## config.mk

```make
export PLATFORM = sky130hd
export DESIGN_NAME = freq_detector_period_avg
export DESIGN_NICKNAME = d
export VERILOG_FILES = /design/src/rtl/freq_detector_period_avg.sv
export SDC_FILE = /design/constraint.sdc
export NUM_CORES = 1
export LEC_CHECK = 0
export CORE_UTILIZATION = 54
export DETAILED_ROUTE_END_ITERATION = 16
export PLACE_DENSITY = 0.72
export SLEW_MARGIN = 20
export SYNTH_ARGS = -nofsm -noshare
export SYNTH_HDL_FRONTEND = slang
export SYNTH_SLANG_ARGS = --single-unit
```

## constraint.sdc

```tcl
create_clock -name clk -period 9.3 [get_ports clk]
set_clock_uncertainty 0.1 [all_clocks]
set_input_delay 1.86 -clock clk [delete_from_list [all_inputs] [get_ports clk]]
set_output_delay 1.86 -clock clk [all_outputs]
set_load 0.05 [all_outputs]
```

## src/rtl/freq_detector_period_avg.sv

```systemverilog
// rtl/freq_detector_period_avg.sv - period detector with averaged history, stability window and no-signal timeout
// Optional high-time (duty) measurement is enabled by defining FREQ_DET_DUTY_EN.
module freq_detector_period_avg #(
  parameter int COUNTER_WIDTH = 18,
  parameter int DEPTH_LOG2    = 2,
  parameter int THRESH_SHIFT  = 5,
  parameter int STABLE_CYCLES = 4
) (
  input  logic                     clk,
  input  logic                     rst,
  input  logic                     signal_in,
  input  logic                     edge_sel,
  output logic [COUNTER_WIDTH-1:0] period,
  output logic                     period_valid,
  output logic                     stable,
  output logic                     no_signal,
  output logic [COUNTER_WIDTH-1:0] high_time
);

  localparam int D   = 1 << DEPTH_LOG2;
  localparam int SW  = COUNTER_WIDTH + DEPTH_LOG2;
  localparam int FW  = DEPTH_LOG2 + 1;
  localparam int SCW = $clog2(STABLE_CYCLES + 1);
  localparam logic [COUNTER_WIDTH-1:0] CNT_MAX   = '1;
  localparam logic [FW-1:0]            FILL_FULL = FW'(D);
  localparam logic [DEPTH_LOG2-1:0]    IDX_LAST  = DEPTH_LOG2'(D - 1);
  localparam logic [SCW-1:0]           SC_MAX    = SCW'(STABLE_CYCLES);

  typedef enum logic [2:0] {S_IDLE, S_UPDATE, S_AVG, S_CHECK, S_DONE} state_t;

  state_t                   state_q;
  logic                     sig_q, prev_q, sel_q;
  logic                     discard_q, fast_q, no_signal_q;
  logic [COUNTER_WIDTH-1:0] cnt_q, cnt_d, cap_q;
  logic [COUNTER_WIDTH-1:0] hist_q [D];
  logic [SW-1:0]            sum_q;
  logic [FW-1:0]            fill_q;
  logic [COUNTER_WIDTH-1:0] avg_q, lo_q, period_q;
  logic [COUNTER_WIDTH:0]   hi_q;
  logic [DEPTH_LOG2-1:0]    idx_q;
  logic                     in_range_q, valid_q, stable_q;
  logic [SCW-1:0]           stable_cnt_q, stable_cnt_d;

  logic                     edge_w, sel_chg_w, sat_w, h_ok_w, range_fin_w;
  logic [COUNTER_WIDTH-1:0] avg_w, thr_w, h_cur_w;

  assign edge_w      = edge_sel ? (prev_q & ~sig_q) : (sig_q & ~prev_q);
  assign sel_chg_w   = edge_sel ^ sel_q;
  assign sat_w       = (cnt_q == CNT_MAX) && !edge_w;
  assign avg_w       = sum_q[SW-1:DEPTH_LOG2];
  assign thr_w       = avg_w >> THRESH_SHIFT;
  assign h_cur_w     = hist_q[idx_q];
  assign h_ok_w      = (h_cur_w >= lo_q) && ({1'b0, h_cur_w} <= hi_q);
  assign range_fin_w = in_range_q & h_ok_w;

  always_comb begin
    cnt_d = cnt_q;
    if (edge_w)
      cnt_d = COUNTER_WIDTH'(1);
    else if (cnt_q != CNT_MAX)
      cnt_d = cnt_q + 1'b1;
  end

  // A too-fast edge seen since the last DONE poisons the stability run.
  always_comb begin
    stable_cnt_d = '0;
    if (range_fin_w && !fast_q)
      stable_cnt_d = (stable_cnt_q == SC_MAX) ? stable_cnt_q : stable_cnt_q + 1'b1;
  end

`ifdef FREQ_DET_DUTY_EN
  logic [COUNTER_WIDTH-1:0] hcnt_q, hcnt_d, hcap_q, high_q;
  logic [COUNTER_WIDTH-1:0] hhist_q [D];
  logic [SW-1:0]            hsum_q;

  always_comb begin
    hcnt_d = hcnt_q;
    if (edge_w)
      hcnt_d = COUNTER_WIDTH'(sig_q);
    else if (sig_q && hcnt_q != CNT_MAX)
      hcnt_d = hcnt_q + 1'b1;
  end

  assign high_time = high_q;
`else
  assign high_time = '0;
`endif

  assign period       = period_q;
  assign period_valid = valid_q;
  assign stable       = stable_q;
  assign no_signal    = no_signal_q;

  always_ff @(posedge clk or posedge rst) begin
    if (rst) begin
      state_q      <= S_IDLE;
      sig_q        <= 1'b0;
      prev_q       <= 1'b0;
      sel_q        <= 1'b0;
      discard_q    <= 1'b1;
      fast_q       <= 1'b0;
      no_signal_q  <= 1'b0;
      cnt_q        <= '0;
      cap_q        <= '0;
      sum_q        <= '0;
      fill_q       <= '0;
      avg_q        <= '0;
      lo_q         <= '0;
      hi_q         <= '0;
      idx_q        <= '0;
      in_range_q   <= 1'b0;
      valid_q      <= 1'b0;
      stable_q     <= 1'b0;
      stable_cnt_q <= '0;
      period_q     <= '0;
      for (int i = 0; i < D; i++) hist_q[i] <= '0;
`ifdef FREQ_DET_DUTY_EN
      hcnt_q <= '0;
      hcap_q <= '0;
      high_q <= '0;
      hsum_q <= '0;
      for (int i = 0; i < D; i++) hhist_q[i] <= '0;
`endif
    end else begin
      sig_q   <= signal_in;
      prev_q  <= sig_q;
      sel_q   <= edge_sel;
      cnt_q   <= cnt_d;
      valid_q <= 1'b0;
`ifdef FREQ_DET_DUTY_EN
      hcnt_q  <= hcnt_d;
`endif

      case (state_q)
        S_IDLE: ;
        S_UPDATE: begin
          for (int i = 0; i < D - 1; i++) hist_q[i] <= hist_q[i+1];
          hist_q[D-1] <= cap_q;
          sum_q       <= sum_q + SW'(cap_q) - SW'(hist_q[0]);
`ifdef FREQ_DET_DUTY_EN
          for (int i = 0; i < D - 1; i++) hhist_q[i] <= hhist_q[i+1];
          hhist_q[D-1] <= hcap_q;
          hsum_q       <= hsum_q + SW'(hcap_q) - SW'(hhist_q[0]);
`endif
          if (fill_q != FILL_FULL) fill_q <= fill_q + 1'b1;
          state_q <= S_AVG;
        end
        S_AVG: begin
          avg_q      <= avg_w;
          lo_q       <= avg_w - thr_w;
          hi_q       <= {1'b0, avg_w} + {1'b0, thr_w};
          idx_q      <= '0;
          in_range_q <= 1'b1;
          state_q    <= S_CHECK;
        end
        S_CHECK: begin
          in_range_q <= range_fin_w;
          idx_q      <= idx_q + 1'b1;
          if (idx_q == IDX_LAST) begin
            if (fill_q == FILL_FULL) begin
              period_q     <= avg_q;
              valid_q      <= 1'b1;
              stable_cnt_q <= stable_cnt_d;
              stable_q     <= (stable_cnt_d == SC_MAX);
              fast_q       <= 1'b0;
`ifdef FREQ_DET_DUTY_EN
              high_q       <= hsum_q[SW-1:DEPTH_LOG2];
`endif
              state_q      <= S_DONE;
            end else begin
              state_q <= S_IDLE;
            end
          end
        end
        S_DONE:  state_q <= S_IDLE;
        default: state_q <= S_IDLE;
      endcase

      if (edge_w) begin
        no_signal_q <= 1'b0;
        if (discard_q) begin
          discard_q <= 1'b0;
        end else if (state_q != S_IDLE) begin
          fast_q <= 1'b1;
        end else begin
          cap_q   <= cnt_q;
`ifdef FREQ_DET_DUTY_EN
          hcap_q  <= hcnt_q;
`endif
          state_q <= S_UPDATE;
        end
      end

      // Switching edge polarity invalidates the history; the next edge is a half-period.
      if (sel_chg_w) begin
        discard_q <= 1'b1;
        sum_q     <= '0;
        fill_q    <= '0;
        state_q   <= S_IDLE;
        for (int i = 0; i < D; i++) hist_q[i] <= '0;
`ifdef FREQ_DET_DUTY_EN
        hsum_q <= '0;
        for (int i = 0; i < D; i++) hhist_q[i] <= '0;
`endif
      end

      if (sat_w) begin
        no_signal_q  <= 1'b1;
        discard_q    <= 1'b1;
        sum_q        <= '0;
        fill_q       <= '0;
        stable_cnt_q <= '0;
        stable_q     <= 1'b0;
        state_q      <= S_IDLE;
        for (int i = 0; i < D; i++) hist_q[i] <= '0;
`ifdef FREQ_DET_DUTY_EN
        hsum_q <= '0;
        for (int i = 0; i < D; i++) hhist_q[i] <= '0;
`endif
      end
    end
  end

endmodule

```

Yosys cells after proc, flatten, opt, wreduce, memory -nomap -nowiden
Cells that the tools add are included.
- register bits: 221
- input bits: 4
- output and inout bits: 39
- word-level logic and storage cells: 123
- add/sub/neg operators: 8
- magnitude comparators: 3
- equal/unequal tests: 10
- mux-type cells: 49
- bitwise operators: 9
- reductions and logical operators: 20
- operator list (cell ; number):
    2-to-1 mux 72 bit ; 3
    2-to-1 mux 18 bit ; 4
    2-to-1 mux 20 bit ; 3
    2-to-1 mux 3 bit ; 17
    binary-select mux 18 bit (select 2 bit) ; 1
    adder 20 x 18 -> 20 bit ; 1
    subtractor 20 x 18 -> 20 bit ; 1
    adder 18 x 13 -> 19 bit ; 1
    <= comparator 18 x 19 -> 1 bit ; 1
    adder 18 x 1 -> 18 bit (second input constant) ; 1
    equality test 18 bit (second input constant) ; 1
    greater-or-equal comparator 18 bit ; 1
    2-to-1 mux 1 bit ; 18
    inequality test 18 bit (second input constant) ; 1
    subtractor 18 x 13 -> 18 bit ; 1
    one-hot mux 3 bit (4 select lines) ; 1
    nonzero test 2 bit ; 6
    nonzero test 3 bit ; 4
    equality test 3 bit (second input constant) ; 3
    AND reduction 3 bit ; 3
    adder 3 x 1 -> 3 bit (second input constant) ; 2
    equality test 3 x 2 -> 1 bit (second input constant) ; 2
    NOT 1 bit ; 4
    one-hot mux 2 bit (2 select lines) ; 1
    13 further kinds ; 18

Longest topological paths before layout
Gate-level depths: netlist (run 1).
- word-level depth: 14
- depth in mapped cells: 13
- depth with buffers taken out: 13

Least setup slack after synthesis (run 1)
Ideal clock, no wire load.
- path type: input to register
- from: input port edge_sel
- to: register cap_q[11]
- library setup time: 83 ps
- arrival: 3043 ps
- required time: 9117 ps
- slack: 6074 ps
- cell stages on the path: 6
- path buffers: 1
- cell sequence: nand2_1 o21ai_1 nor3b_2 clkbuf_1 nand2_1 o21ai_0
- cells in the longest elaborated chain, start to end: 2
- RTL lines (what ; RTL line ; RTL):
    start, declared ; 12 ; input logic edge_sel,
    2-to-1 mux 1 bit ; 47 ; assign edge_w = edge_sel ? (prev_q & ~sig_q) : (sig_q & ~prev_q);
    AND reduction 3 bit (no line) ; n/a ;
    end signal, assigned ; 186 ; cap_q <= cnt_q;
    end, declared ; 34 ; logic [COUNTER_WIDTH-1:0] cnt_q, cnt_d, cap_q;
No other way between the ends.
A chain may end at the register's enable or synchronous reset.

Worst setup path in the final report (run 1)
- from: input port edge_sel
- to: register hist_q[25] in the netlist's numbering
- cells in the longest elaborated chain, start to end: 4
- elaborated cells between the ends (all ways): 7
- those cells by class: mux: 3; bitwise: 1; reduce/logical: 3
- RTL lines (what ; RTL line ; RTL):
    2-to-1 mux 1 bit ; 47 ;
    logical NOT 1 bit ; 49 ; assign sat_w = (cnt_q == CNT_MAX) && !edge_w;
    logical AND 1 bit ; 49 ;
    nonzero test 3 bit (no line) / 2-to-1 mux 72 bit (equally long branches) ; n/a ;
    end signal, assigned by index ; 138 ; hist_q[D-1] <= cap_q;
    end, declared ; 35 ; logic [COUNTER_WIDTH-1:0] hist_q [D];
Several ways; a longest one is shown, not always the timed one.

==> results.txt, run 1 <==
----------------------------------------------------
[Outcome]
  Result of the run ... finished clean

[Detailed routing]
  Total length of routed wires ... 28.8 mm
  Met1 routed wirelength after detailed routing ... approximately 13 mm
  Length of the first detailed-routing pass in iterations ... 8
  DRC marker count from the first detailed-route iteration ... 680
  Average routed wire per standard cell ... 16.3 microns
  Uppermost routed layer ... met4
  Antenna-violating nets left ... 0
  Wire length on met2 ... between 10 and 15 mm
  Metal3 WL ... 1.38 mm
  Total vias in the final route ... 9786
  Vias per std cell ... between 5 and 6
  DRC violations left ... 0

[STA]
  Final Cycle Share ... 44.6%
  Time the worst path needs with I/O delays and setup ... 4150 ps
  Final hold viol count ... 0
  # setup viols final ... 0
  Maximum frequency from static timing analysis ... 241 MHz
  Setup repair after global routing missed its margin ... false
  Worst slew margin ... 30.8%
  Worst-case setup margin in the final layout ... 5150 ps
  Pin slew with the least headroom to its limit ... between 1000 and 1500 ps
  Count of final max-slew check failures ... 0
  Setup TNS ... 0 ps

[GRT]
  Via count of the first global-routing pass ... 9459
  Maximum number of pins on one net before global-route repair ... 143
  Global router's overall resource usage ... 24.7%
  Total congestion overflow ... 0
  Number of antenna violations at the first check in global routing ... 0
  Wire length of the first global-routing pass ... 47.9 mm

[Setup path]
  Kind of cell adding the most delay to the critical path ... buffers and inverters
  Worst reg2reg path endpoint ... stable
  Depth of the worst register-to-register path ... 11
  Required time of the critical path ... 9580 ps
  Highest fanout seen on the critical path ... 62
  Endpoint of the most critical setup path ... hist_q[25]
  Critical register-to-register path startpoint ... idx_q[0]
  Endpoint type of the worst setup path ... flip-flop
  R2r setup slk ... 5660 ps
  Worst setup path start ... edge_sel
  Most Frequent Cell on Critical Path ... sky130_fd_sc_hd__buf_4
  Buffering stage count on the worst path with inverters included ... 3
  Critical path's largest stage delay ... 830 ps
  Instance count on the critical path ... 8
  Sort of element at the start of the critical path ... primary input
  Kind of critical path ... primary input to flip-flop
  Arrival @ worst endpoint ... between 4000 and 5000 ps
  Slowest cell on the critical path ... sky130_fd_sc_hd__o21ai_4
  Ordered cell list for the critical path ... clkdlybuf4s50_1, nor2_1, nand2_1, o21ai_1, buf_4, o21ai_4, buf_4, a21oi_1

[Placement]
  Setup slack after placement ... 4640 ps
  Number of port buffers ... 24
  Sum of net half-perimeters after detailed placement ... between 15 and 20 mm
  Routability congestion estimate ... around 0.87

[CTS]
  CTS tree ... done
  Cts-stage hold buffer count ... 0
  Clock root buffer master ... sky130_fd_sc_hd__clkbuf_16
  Resized Gates After CTS ... 0
  Clock-pin transition on the worst setup and hold timing paths ... 60 ps
  Clock latency at the later pin of the worst-skew pair ... 540 ps
  Total clock buffers created by CTS ... 24
  H-tree level count ... 1
  Clock Tree Buf Depth ... 3
  Buffers inserted by post-CTS timing repair ... 0
  CTS sink cnt ... 220

[Synthesis]
  Count of yosys warnings during synthesis ... 0
  Number of instances in the synthesized netlist ... 1440
  Netlist Area Pre-Place ... 12900 sq um
  Portion of synthesized cell area occupied by the leading cell type ... 42.4%
  Yosys reg bits ... 220
  Post-synthesis sequential area ratio ... 42.6%
  Number of library cell types mapped by synthesis ... 75
  Cell type with the highest aggregate area in the netlist ... sky130_fd_sc_hd__dfrtp_1
  Share of synthesized flip-flops with an asynchronous set or reset ... 100%
  Leading register cell type out of synthesis ... sky130_fd_sc_hd__dfrtp_1
  Number of synthesized flops with an enable pin ... 0
  Biggest area contributors in the synthesized netlist ... sky130_fd_sc_hd__dfrtp_1 (42%), sky130_fd_sc_hd__nand2_1 (9.6%), sky130_fd_sc_hd__ha_1 (8.6%), sky130_fd_sc_hd__a21oi_1 (4.9%), sky130_fd_sc_hd__inv_1 (3.8%)
  Average cell area after synthesis ... 8.97 sq um

[Final layout]
  Antenna fix cells ... 0
  Final nets ... 1547
  Share of final-layout standard cells stronger than drive strength 1 ... 6.55%
  Growth of design area from synthesis to finish ... 10.2%

[Min path]
  Hold_sp ... sig_q
  Hold Path Cell Cnt ... 0
  Type of the tightest min-delay check ... flip-flop to flip-flop

[Floorplanning]
  Area enclosed by the die boundary ... 24500 sq um
  CORE AREA ... ~23000 sq um
  Top Ports ... 43
  Effective utilization at floorplan ... 55.0%
  DIE HEIGHT ... 157 microns
  Die Span X ... 157 microns
  Std cell rows ... 56

[Job]
  MaxCap Viol Count ... 0

[Pwr]
  Pwr dens ... between 200 and 300 nW/um^2
  Worst IR drop on VDD ... 0.188 mV
  Leak pwr ... 6.49 nW

----------------------------------------------------
## final cells by class
class	count	area (sq um)
fillers	2001	9240
multi-input cells	1021	6600
flip-flops and latches	220	5510
clock buffers	28	626
clock inverters	15	280
inverters	133	507
well taps	319	399
repair buffers	34	319
## through the flow
stage	power [W]	hold WS (ps)	util (%)	cells	instance area (sq um)
after floorplan	0.00224	274	-	1457	13000
after global placement	0.00248	307	56.8	1727	13300
after CTS	0.00361	320	60.6	1770	14200
final	0.00359	316	60.7	1770	14200
after global routing	0.00382	338	60.7	1770	14200
after detailed placement	0.00251	295	56.8	1727	13300
## cell usage after synthesis, drive strengths merged (3+ instances only)
cell and instances:
nand3 17, and2 3, and3 9, nor3 17, a221oi 3, buf 31
o22ai 8, o21bai 6, nor4 3, a21o 19, xor2 16, clkbuf 52
mux4 18, o21a 4, nand2b 14, xnor2 40, a31oi 5, o21ai 92
nand2 331, or3 10, and4 3, inv 132, dfrtp 219, nor2b 10
a21oi 127, o211ai 5, a211o 3, nor3b 3, o31ai 6, fa 20
a211oi 12, nor2 66, ha 89, nand4 14
## registers in the layout (all words and copies together) (netlist names), 17 cells and up
signal,cells
period,18
cnt_q,18
hist_q,72
lo_q,17
avg_q,18
sum_q,20
hi_q,19
cap_q,18
## layer usage
layer	global-route usage, %	up-vias
met1	35.2	4739
met3	2.94	40
met4	6.49	0
li1	-	4766
met2	40.2	241
met5	0	-
## cells by family after synthesis
| family | synth area share, % |
|---|---|
| buffers and inverters | 6.95 |
| flip-flops | 42.6 |
| multiplexers | 3.38 |
| other | 0.0290 |
| AND/OR/NAND/NOR | 16.9 |
| XOR/XNOR | 3.80 |
| adder cells (fa/ha/maj) | 11.7 |
| AO/OA/AOI/OAI | 14.6 |
## power by group
group	leakage (nW)	internal, W	switching [W]
clock network	0.437	0.000680	0.000401
logic	3.03	0.000578	0.000794
registers	3.02	0.00106	0.0000791
total	6.49	0.00232	0.00127
## worst min-delay path by stage
stage	endpoint	slack (ps)
floorplan	prev_q	270
global placement	prev_q	310
CTS	prev_q	320
global route	prev_q	340
finish	prev_q	320
detailed placement	prev_q	290
## placed cells by master, fill, tap and decap left out, types with 4 or more instances in the layout
cell                                n
sky130_fd_sc_hd__nand2b_1          12
sky130_fd_sc_hd__o21ai_1            6
sky130_fd_sc_hd__nand2_1          330
sky130_fd_sc_hd__clkinv_2           5
sky130_fd_sc_hd__nor2b_1            9
sky130_fd_sc_hd__nand4_1           13
sky130_fd_sc_hd__buf_4              9
sky130_fd_sc_hd__a21o_1            19
sky130_fd_sc_hd__a21oi_1          127
sky130_fd_sc_hd__bufinv_16          7
sky130_fd_sc_hd__and3_1             9
sky130_fd_sc_hd__clkbuf_16         24
sky130_fd_sc_hd__inv_1            131
sky130_fd_sc_hd__conb_1            18
sky130_fd_sc_hd__or3_1             10
sky130_fd_sc_hd__ha_1              89
sky130_fd_sc_hd__o21ai_0           83
sky130_fd_sc_hd__xor2_1            16
sky130_fd_sc_hd__nand3_1           17
sky130_fd_sc_hd__o21bai_1           6
sky130_fd_sc_hd__o21a_1             4
sky130_fd_sc_hd__fa_1              20
sky130_fd_sc_hd__o211ai_1           5
sky130_fd_sc_hd__clkdlybuf4s50_1   24
sky130_fd_sc_hd__a31oi_1            5
sky130_fd_sc_hd__nor2_1            65
sky130_fd_sc_hd__mux4_2            18
sky130_fd_sc_hd__dfrtp_1          219
sky130_fd_sc_hd__o22ai_1            8
sky130_fd_sc_hd__a211oi_1           9
sky130_fd_sc_hd__nor3_1            16
sky130_fd_sc_hd__xnor2_1           40
sky130_fd_sc_hd__o31ai_1            5
## worst register-to-register path: stages (launching register included)
cell and delay (ps):
sky130_fd_sc_hd__dfrtp_1 390, sky130_fd_sc_hd__buf_4 370, sky130_fd_sc_hd__mux4_2 660, sky130_fd_sc_hd__ha_1 320, sky130_fd_sc_hd__a21o_1 180, sky130_fd_sc_hd__a21oi_1 140, sky130_fd_sc_hd__o221ai_1 170, sky130_fd_sc_hd__a221oi_1 390
sky130_fd_sc_hd__nor3_1 100, sky130_fd_sc_hd__o22a_1 310, sky130_fd_sc_hd__and2_1 210, sky130_fd_sc_hd__a22o_1 170
Note: power is estimated with default switching activity, not from simulation.
==> run 2: changes to the inputs <==
--- a/config.mk
+++ b/config.mk
@@ -7,7 +7,7 @@
 export LEC_CHECK = 0
 export CORE_UTILIZATION = 54
 export DETAILED_ROUTE_END_ITERATION = 16
-export PLACE_DENSITY = 0.72
+export PLACE_DENSITY = 0.74
 export SLEW_MARGIN = 20
 export SYNTH_ARGS = -nofsm -noshare
 export SYNTH_HDL_FRONTEND = slang
==> constraint.sdc (replaced) <==
create_clock -name clk -period 3.7 [get_ports clk]
set_clock_uncertainty 0.1 [all_clocks]
set_input_delay 0.74 -clock clk [delete_from_list [all_inputs] [get_ports clk]]
set_output_delay 0.74 -clock clk [all_outputs]
set_load 0.05 [all_outputs]
==> run 2 against run 1 <==
Count of clock-buffer cells in the layout increased by 4. Critical path depth increased by 4. Cell count increased by 0.96%. Via count increased by 1.4%. Power increased by 150%. Non-clock buffer count increased by 16. Sequential share of layout area decreased by 0.21 points. Design area increased by 0.54%. Utilization increased by 0.33 points. Global-route usage increased by 1.6 points.
==> results.txt, run 2 (synthesis gave the netlist of run 1 again) <==
----------------------------------------------------
[Pwr]
  Leak pwr ... 6.55 nW (+0.90%)
  Pwr dens ... 620 nW/um^2 (+150%)
  Worst IR drop on VDD ... 0.433 mV (+130%)

[Detailed routing]
  DRC violations left ... 0 (unchanged)
  DRC marker count from the first detailed-route iteration ... 794 (+17%)
  Vias per std cell ... 5.55 (+0.43%)
  Total vias in the final route ... 9922 (+1.4%)
  Antenna-violating nets left ... 0 (unchanged)
  Length of the first detailed-routing pass in iterations ... 5 (-3)
  Average routed wire per standard cell ... 17.4 microns (+6.7%)
  Total length of routed wires ... 31.0 mm (+7.7%)

[Floorplanning]
  Top Ports ... 43 (unchanged)
  CORE AREA ... 23500 sq um (unchanged)
  DIE HEIGHT ... 157 microns (unchanged)
  Area enclosed by the die boundary ... 24500 sq um (unchanged)
  Die Span X ... 157 microns (unchanged)
  Std cell rows ... 56 (unchanged)
  Effective utilization at floorplan ... 55.0% (unchanged)

[Final layout]
  Growth of design area from synthesis to finish ... 10.8%
  Final nets ... 1563 (+1.0%)
  Fill count ... 1988 (-0.65%)
  Share of final-layout standard cells stronger than drive strength 1 ... 7.63% (+1.1 points)
  Most flop-heavy register ... hist_q
  Final Non-Filler Cells ... 1787 (+0.96%)
  Summed area of non-filler cells in the final layout ... 14300 sq um (+0.54%)
  Antenna fix cells ... 0 (unchanged)
  Most common cell after layout, fill and taps aside ... sky130_fd_sc_hd__nand2_1
  Flip-flop count of the largest register, all copies and words added ... 72 (unchanged)
  Sequential cell area ... 5510 sq um (unchanged)
  Commonest non-fill, non-tap cells in the layout ... sky130_fd_sc_hd__nand2_1 (330), sky130_fd_sc_hd__dfrtp_1 (219), sky130_fd_sc_hd__inv_1 (131)
  Footprint of the multi-input gates ... 6600 sq um (unchanged)
  Registers with the most flip-flops ... hist_q (72), sum_q (20), hi_q (19)

[Setup path]
  Arrival @ worst endpoint ... 3670 ps (-760 ps)
  Slowest cell on the critical path ... sky130_fd_sc_hd__fa_1
  Critical path's largest stage delay ... 500 ps (-330 ps)
  Kind of cell adding the most delay to the critical path ... compound AO/OA/AOI/OAI gates
  Required time of the critical path ... 4010 ps (-5570 ps)
  Endpoint type of the worst setup path ... flip-flop
  Sort of element at the start of the critical path ... flip-flop
  Ordered cell list for the critical path ... inv_1, fa_1, inv_1, ha_1, a41o_1, a221oi_2, a21boi_2, o22ai_1, a211oi_2, a211oi_1, xnor2_1, o22ai_1
  Kind of critical path ... flip-flop to flip-flop
  Highest fanout seen on the critical path ... 6 (-90%)
  Buffering stage count on the worst path with inverters included ... 2 (-1)

[Placement]
  Area after DPL ... 13500 sq um (+1.2%)
  Sum of net half-perimeters after detailed placement ... 22.5 mm (+13%)
  Routability congestion estimate ... 0.970 (+12%)
  Number of instances in the placed design ... 1743 (+0.93%)
  Number of port buffers ... 24 (unchanged)
  Setup slack after placement ... 353 ps (-4280 ps)

[STA]
  Maximum frequency from static timing analysis ... between 200 and 300 MHz
  Worst-case setup margin in the final layout ... 331 ps (-4820 ps)
  Setup TNS ... 0 ps (unchanged)
  Time the worst path needs with I/O delays and setup ... 3370 ps
  Worst slew margin ... 40.3% (+9.5 points)
  Final hold viol count ... 0 (unchanged)
  # setup viols final ... 0 (unchanged)
  Setup repair after global routing missed its margin ... false
  Final Cycle Share ... 91.0%
  Count of final max-slew check failures ... 0 (unchanged)
  Pin slew with the least headroom to its limit ... 892 ps (-142 ps)

[GRT]
  Maximum number of pins on one net before global-route repair ... 124 (-13%)
  Wire length of the first global-routing pass ... 50.2 mm (+4.7%)
  Total congestion overflow ... 0 (unchanged)
  Number of antenna violations at the first check in global routing ... 0 (unchanged)
  Via count of the first global-routing pass ... 9524 (+0.69%)
  Global router's overall resource usage ... 26.3% (+1.6 points)

[CTS]
  Resized Gates After CTS ... 0 (unchanged)
  Cts-stage hold buffer count ... 0 (unchanged)
  Clock root buffer master ... sky130_fd_sc_hd__clkbuf_16
  Clock Tree Buf Depth ... 3 (unchanged)
  CTS tree ... done
  Buffers inserted by post-CTS timing repair ... 0 (unchanged)
  Total clock buffers created by CTS ... 24 (unchanged)
  Clock latency at the later pin of the worst-skew pair ... 530 ps (about the same)
  Clock-pin transition on the worst setup and hold timing paths ... 60 ps (about the same)
  H-tree level count ... 1 (unchanged)
  CTS sink cnt ... 220 (unchanged)

[Min path]
  Type of the tightest min-delay check ... flip-flop to flip-flop

[Outcome]
  Result of the run ... finished clean

[Job]
  MaxCap Viol Count ... 0 (unchanged)

----------------------------------------------------
run 2: changes by cell type in the layout (fill, tap and decap cells not counted), sizes merged:
cell	delta
buf	+16
clkinvlp	+1
clkinv	+1
clkbuf	+4
inv	-1
bufinv	-4
run 2: layout make-up:
| cell class | count | share of cell area, % |
|---|---|---|
| clock buffer | 32 | 4.76 |
| clock inverter | 12 | 1.06 |
| inverter | 133 | 3.51 |
| multi-input combinational | 1021 | 46.1 |
| sequential | 220 | 38.5 |
| tap | 319 | 2.79 |
| timing repair buffer | 50 | 3.30 |
run 2: routing by layer:
layer / track usage [%] / vias to the layer above / wire (microns)
li1: - / 4801 / -
met1: 37.0 / 4793 / 14200
met2: 42.3 / 271 / 14400
met3: 3.99 / 57 / 1570
met4: 7.38 / 0 / 880
met5: 0 / - / 0
run 2: path summary, 6_finish.rpt:
path,from,endpoint,slack [ps],cells past startpoint
max in group asynchronous,rst,avg_q[17],2270,3
min in group asynchronous,rst,hist_q[2],600,3
worst max register to register,sum_q[8],sum_q[16],330,12
worst max-delay path,sum_q[8],sum_q[16],330,12
worst min register to register,sig_q,prev_q,300,0
worst min-delay path,sig_q,prev_q,300,0
run 2: stage by stage:
step,util [%],hold slack [ps],power [W]
6_report,61.0,301,0.00888
5_1_grt,61.0,314,0.00946
4_1_cts,61.0,306,0.00890
3_5_place_dp,57.4,292,0.00635
3_3_place_gp,57.4,289,0.00630
2_1_floorplan,-,274,0.00563
run 2: report_power, final:
part / switching, W / internal (W) / total, W
clock: 0.00100 / 0.00150 / 0.00251
combinational: 0.00203 / 0.00148 / 0.00351
sequential: 0.000198 / 0.00266 / 0.00286
